### src/rtl/pulse_rate_meter_pkg.sv
// ---------------------------------------------------------------------------
// pulse_rate_meter_pkg
// Shared constants for the pulse rate meter:
//   CLK_FREQ_DEFAULT : default board clock frequency in Hz
//   LED_W            : width of the LED bank / edge counter
//   CNT_SAT          : saturation value of the edge counter
//   gate_bits_for()  : minimum gate counter width for a given window length
// Optional feature macro used by this block: DEBOUNCE_EN
// ---------------------------------------------------------------------------
package pulse_rate_meter_pkg;

   localparam int              CLK_FREQ_DEFAULT = 12_000_000;
   localparam int              LED_W            = 8;
   localparam logic [LED_W-1:0] CNT_SAT         = 8'd255;

   // Smallest width w such that 2^w >= cycles (at least 1).
   function automatic int gate_bits_for(input int cycles);
      int bits;
      bits = 1;
      for (int i = 1; i < 31; i++) begin
         if ((64'(1) << i) < 64'(cycles)) begin
            bits = i + 1;
         end
      end
      return bits;
   endfunction

endpackage

### src/rtl/pulse_rate_meter_input_conditioner.sv
// ---------------------------------------------------------------------------
// input_conditioner
// Brings the asynchronous SIG_IN into the CLK domain and produces a one-cycle
// rise strobe per rising edge.
// Ports:
//   CLK    in  : board clock
//   RST_N  in  : asynchronous active-low reset
//   SIG_IN in  : asynchronous external signal
//   rise   out : high for one cycle per detected rising edge
// Parameter:
//   DEBOUNCE_CYCLES : stability window of the optional filter
// Macro DEBOUNCE_EN : when defined, a debounce filter sits between s2 and s3.
// ---------------------------------------------------------------------------
module input_conditioner #(
   parameter int DEBOUNCE_CYCLES = 16
) (
   input  logic CLK,
   input  logic RST_N,
   input  logic SIG_IN,
   output logic rise
);

   logic s1_q, s2_q, s3_q;
   logic s1_d, s2_d, s3_d;
   logic level;   // level seen by the edge detector

`ifdef DEBOUNCE_EN
   localparam int DB_W = $clog2(DEBOUNCE_CYCLES + 1);

   logic            filt_q, filt_d;
   logic [DB_W-1:0] db_cnt_q, db_cnt_d;

   // The filtered level follows s2 only once s2 has disagreed with it for
   // DEBOUNCE_CYCLES consecutive cycles; any agreement restarts the count.
   always_comb begin
      filt_d   = filt_q;
      db_cnt_d = '0;
      if (s2_q != filt_q) begin
         if (db_cnt_q == DB_W'(DEBOUNCE_CYCLES - 1)) begin
            filt_d = s2_q;
         end else begin
            db_cnt_d = db_cnt_q + DB_W'(1);
         end
      end
   end

   always_ff @(posedge CLK or negedge RST_N) begin
      if (!RST_N) begin
         filt_q   <= 1'b0;
         db_cnt_q <= '0;
      end else begin
         filt_q   <= filt_d;
         db_cnt_q <= db_cnt_d;
      end
   end

   assign level = filt_q;
`else
   assign level = s2_q;
`endif

   always_comb begin
      s1_d = SIG_IN;
      s2_d = s1_q;
      s3_d = level;
   end

   always_ff @(posedge CLK or negedge RST_N) begin
      if (!RST_N) begin
         s1_q <= 1'b0;
         s2_q <= 1'b0;
         s3_q <= 1'b0;
      end else begin
         s1_q <= s1_d;
         s2_q <= s2_d;
         s3_q <= s3_d;
      end
   end

   assign rise = level & ~s3_q;

endmodule

### src/rtl/pulse_rate_meter.sv
// ---------------------------------------------------------------------------
// pulse_rate_meter
// Counts rising edges of SIG_IN over a fixed gate window of GATE_CYCLES
// clocks and latches the (saturated) count onto the LED bank at window end.
// Ports:
//   CLK     in  : board clock
//   RST_N   in  : asynchronous active-low reset
//   SIG_IN  in  : asynchronous external signal to measure
//   LED_OUT out : edge count of the last completed window (bit 7 = MSB)
//   VALID   out : one-cycle pulse when LED_OUT is updated
//   OVF     out : last completed window had more than 255 edges
// Macro DEBOUNCE_EN : enables the debounce filter in the input conditioner.
// ---------------------------------------------------------------------------
module pulse_rate_meter
   import pulse_rate_meter_pkg::*;
#(
   parameter int CLK_FREQ        = CLK_FREQ_DEFAULT,
   parameter int GATE_CYCLES     = CLK_FREQ,
   parameter int GATE_BITS       = 24,
   parameter int DEBOUNCE_CYCLES = 16
) (
   input  logic             CLK,
   input  logic             RST_N,
   input  logic             SIG_IN,
   output logic [LED_W-1:0] LED_OUT,
   output logic             VALID,
   output logic             OVF
);

   logic                 rise;
   logic [GATE_BITS-1:0] gate_cnt_q, gate_cnt_d;
   logic [LED_W-1:0]     edge_cnt_q, edge_cnt_d;
   logic                 sticky_q, sticky_d;
   logic [LED_W-1:0]     led_q, led_d;
   logic                 valid_q, valid_d;
   logic                 ovf_q, ovf_d;

   logic                 gate_end;
   logic                 edge_at_max;
   logic [LED_W-1:0]     edge_sum;

   input_conditioner #(
      .DEBOUNCE_CYCLES (DEBOUNCE_CYCLES)
   ) u_cond (
      .CLK    (CLK),
      .RST_N  (RST_N),
      .SIG_IN (SIG_IN),
      .rise   (rise)
   );

   assign gate_end    = (gate_cnt_q == GATE_BITS'(GATE_CYCLES - 1));
   assign edge_at_max = (edge_cnt_q == CNT_SAT);
   // Count including this cycle's rise, clamped at the saturation value.
   assign edge_sum    = (rise && !edge_at_max) ? edge_cnt_q + LED_W'(1) : edge_cnt_q;

   always_comb begin
      gate_cnt_d = gate_end ? '0 : gate_cnt_q + GATE_BITS'(1);
      edge_cnt_d = edge_sum;
      // Includes a rise on the final cycle so the window-end OVF sees it.
      sticky_d   = sticky_q | (rise & edge_at_max);
      led_d      = led_q;
      ovf_d      = ovf_q;
      valid_d    = 1'b0;
      if (gate_end) begin
         led_d      = edge_sum;
         ovf_d      = sticky_d;
         valid_d    = 1'b1;
         // Nothing, including a final-cycle rise, carries into the next window.
         edge_cnt_d = '0;
         sticky_d   = 1'b0;
      end
   end

   always_ff @(posedge CLK or negedge RST_N) begin
      if (!RST_N) begin
         gate_cnt_q <= '0;
         edge_cnt_q <= '0;
         sticky_q   <= 1'b0;
         led_q      <= '0;
         valid_q    <= 1'b0;
         ovf_q      <= 1'b0;
      end else begin
         gate_cnt_q <= gate_cnt_d;
         edge_cnt_q <= edge_cnt_d;
         sticky_q   <= sticky_d;
         led_q      <= led_d;
         valid_q    <= valid_d;
         ovf_q      <= ovf_d;
      end
   end

   assign LED_OUT = led_q;
   assign VALID   = valid_q;
   assign OVF     = ovf_q;

endmodule

### config.mk
export PLATFORM = sky130hd
export DESIGN_NAME = pulse_rate_meter
export DESIGN_NICKNAME = d
export VERILOG_FILES = /design/src/rtl/pulse_rate_meter_pkg.sv /design/src/rtl/pulse_rate_meter_input_conditioner.sv /design/src/rtl/pulse_rate_meter.sv
export SDC_FILE = /design/constraint.sdc
export NUM_CORES = 1
export LEC_CHECK = 0
export CAP_MARGIN = 25
export CELL_PAD_IN_SITES_DETAIL_PLACEMENT = 2
export CELL_PAD_IN_SITES_GLOBAL_PLACEMENT = 2
export CORE_MARGIN = 4
export CORE_UTILIZATION = 35
export DETAILED_ROUTE_END_ITERATION = 8
export PLACE_DENSITY_LB_ADDON = 0.1
export RECOVER_POWER = 50
export SLEW_MARGIN = 20
export SYNTH_ARGS = -nofsm -noshare
export SYNTH_HDL_FRONTEND = slang
export SYNTH_SLANG_ARGS = --single-unit
export TNS_END_PERCENT = 50
### constraint.sdc
create_clock -name CLK -period 2.3 [get_ports CLK]
set_clock_uncertainty 0.15 [all_clocks]
set_input_delay 0.23 -clock CLK [delete_from_list [all_inputs] [get_ports CLK]]
set_output_delay 0.23 -clock CLK [all_outputs]
set_load 0.02 [all_outputs]
==> results.cfg <==
[worst_setup_path]
crit_type = reg -> reg
critPathMaxStageDelay_ns = 0.56
cp-end-kind = flip-flop
reg2reg_from = gate_cnt_q[14]$_DFF_PN0_
critPathTopFamily = simple AND/OR/NAND/NOR gates
worst_ep_required_time_ns = 2.38
r2r_end = LED_OUT[7]$_DFFE_PN0N_
cp_data_arrival_time_ns = 2.14
crit_fanout = 13
crit_chain = or4b_4 > nor4_4 > and3_1 > buf_4 > mux2i_1
cp-start-kind = flip-flop
critPathBufInv = 1
reg2regPathDepth = 5
slowest_stage = or4b_4
r2r_setup_slack_ns = 0.24

[yosys]
synth_simple_gate_area_share = 0.214
synth.distinct_cells = 37
synth_adder_area_share = 0.0118
synthCells = 194
synth_edf_count = 0
synthFlopType = dfrtp_1
async_flop_share = 1.00
synthXorXnorAreaFrac = 0.0663
synth_seq_area_share = 0.544
synth_area_leaders = dfrtp_1, xor2_1, a21oi_1
synth_top_area_cell = dfrtp_1
postSynthAreaPerCell_um2 = 10.9
synth_compound_area_frac = 0.108
synth_top_area_frac = 0.544
synth_top_family_by_area = simple AND/OR/NAND/NOR gates
synth_area_um2 = 2110
ys_ff_latch = 46
muxShareOfSynthArea = 0.0249
synth_nets = 199
yosysWarningCount = 0

[sta]
layout_min_cycle_time_ns = 2.06
finalHoldViolations = 0
worst_slack_ns = 0.241
setup_viol = 0
finalMaxSlewViolations = 0
grt_setup_unrepaired = no
fin_crit_sh = 0.895
max_freq_mhz = 486
holdWs_ns = 0.211
setup_tns_ns = 0
max_slew_margin = 0.0558
worst_pin_slew_ns = 1.42

[clock_tree]
clk_latency_ns = 0.30
clk_pin_slew_ns = 0.09
clock-sinks = 46
h-tree-depth = 2
cts_max_path_buffers = 2
post_cts_resized = 0
cts_made_buffers = 5
postCtsSetupRepairBufs = 0
cts_tree = yes
cts-root-buf = clkbuf_8
hold_buffers = 1

[pwr]
leakagePower_nw = 1.09
power_density_nw_per_um2 = 647
irDropWorstVdd_mv = 0.335

[grt]
grt_pass1_wl_mm = 9.17
grt_use_total = 0.156
antenna_found_initial = 0
grt_max_degree = 25
overflow = 0
grt_pass1_vias = 1806

[floorplanning]
fp.dieW_um = 85.7
start_util = 0.359
fp.coreArea_um2 = 5890
fp-row-count = 28
dieArea_um2 = 7350
die_h_um = 85.7
io_pins = 13

[hold_path]
holdPathStages = 0
min_from = u_cond.s1_q$_DFF_PN0_
whs_endpoint = u_cond.level$_DFF_PN0_
hp-class = reg -> reg

[layout]
regArea_um2 = 1150
fin_nets = 224
drive_gt1_frac = 0.109
synthToLayoutAreaGrowth_pct = 16.9
fill_cells = 647
multiInputGateArea_um2 = 898
diodes = 0

[placed_design]
hpwlAfterDp_mm = 3.84
dp_slack_ns = 0.222
portBuffers = 12
place_congestion = 0.843

[status]
status = completed

[route]
final_antenna_net_count = 0
drt_iter0_markers = 43
routed_wl_mm = 5.19
vias = 1604
drc_errors = 0
wire_per_inst_um = 17.6
vias_per_cell = 5.44
drtPass1Iterations = 4

[flow_run]
maxCapViolations = 0
flip-flops by register name (all words and copies together) (netlist names):
name          count
LED_OUT           8
u_cond.s1_q       1
VALID             1
u_cond.level      1
u_cond.s3_q       1
OVF               1
gate_cnt_q       24
edge_cnt_q        8
sticky_q          1
power by group:
| group | internal [mW] | switching (mW) | total (mW) | leakage, nW |
|---|---|---|---|---|
| combinational | 0.0657 | 0.0974 | 0.163 | 0.428 |
| clock | 0.243 | 0.270 | 0.513 | 0.0482 |
| sequential | 0.860 | 0.0641 | 0.924 | 0.612 |
| total | 1.17 | 0.431 | 1.60 | 1.09 |
stage by stage:
stage                     instances   util  cell area (um2)  total power, mW
after floorplan                 194      -             2110             1.03
after global placement          286  0.404             2380             1.09
after detailed placement        286  0.404             2380             1.11
after CTS                       295  0.421             2480             1.63
after global routing            295  0.420             2470             1.70
final                           295  0.420             2470             1.60
Yosys cell counts (all sizes together) (3+ instances only):
master,instances
and4,5
dfrtp,46
nor2,15
inv,4
or3,5
mux2i,3
xor2,11
a21oi,16
buf,5
o21ai,6
a31oi,9
nor2b,4
nand3,10
or4,4
o31ai,4
nand4,7
nand2,10
and3,4
xnor2,5
layer usage:
layer / vias to the layer above / track usage / wire [um]
li1: 752 / - / -
met1: 822 / 0.208 / 2420
met2: 26 / 0.261 / 2540
met3: 4 / 0.0307 / 185
met4: 0 / 0.0432 / 47
met5: - / 0 / 0
worst max-delay path by stage:
stage | cells past startpoint | startpoint | slack [ns] | to
2_1_floorplan | 5 | gate_cnt_q[19]$_DFF_PN0_ | 0.16 | LED_OUT[2]$_DFFE_PN0N_
3_3_place_gp | 5 | gate_cnt_q[14]$_DFF_PN0_ | 0.31 | LED_OUT[7]$_DFFE_PN0N_
3_5_place_dp | 5 | gate_cnt_q[14]$_DFF_PN0_ | 0.22 | LED_OUT[7]$_DFFE_PN0N_
4_1_cts | 5 | gate_cnt_q[14]$_DFF_PN0_ | 0.21 | LED_OUT[7]$_DFFE_PN0N_
5_1_grt | 5 | gate_cnt_q[14]$_DFF_PN0_ | 0.09 | LED_OUT[7]$_DFFE_PN0N_
6_report | 5 | gate_cnt_q[14]$_DFF_PN0_ | 0.24 | LED_OUT[7]$_DFFE_PN0N_
area by class of cell:
class                           instances  area share
Inverter                                4     0.00607
Sequential cell                        46       0.466
Timing Repair Buffer                   25      0.0901
Clock inverter                          1     0.00202
Clock buffer                            7      0.0349
Tap cell                               75      0.0380
Multi-Input combinational cell        137       0.363
cells by family after synthesis:
kind of cell / count (synthesis)
fa+ha+maj: 2
xor+xnor: 16
flops: 46
buf+inv: 11
mux: 5
simple gates: 75
compound gates: 39
cell usage in the layout (no fill, tap or decap), types with 5 or more instances in the layout:
cell type        synthesis  layout
dfrtp_1                 46      46
a21oi_1                 16      16
nor2_1                  15      15
xor2_1                  11      11
nand2_1                 10      10
nand3_1                 10      10
clkdlybuf4s50_1          0      10
buf_4                    3      10
a31oi_1                  9       9
nand4_1                  6       6
o21ai_0                  6       6
clkbuf_8                 0       6
and4_1                   5       5
or3_1                    5       5
xnor2_1                  5       5
Note: power is estimated with default switching activity, not from simulation.
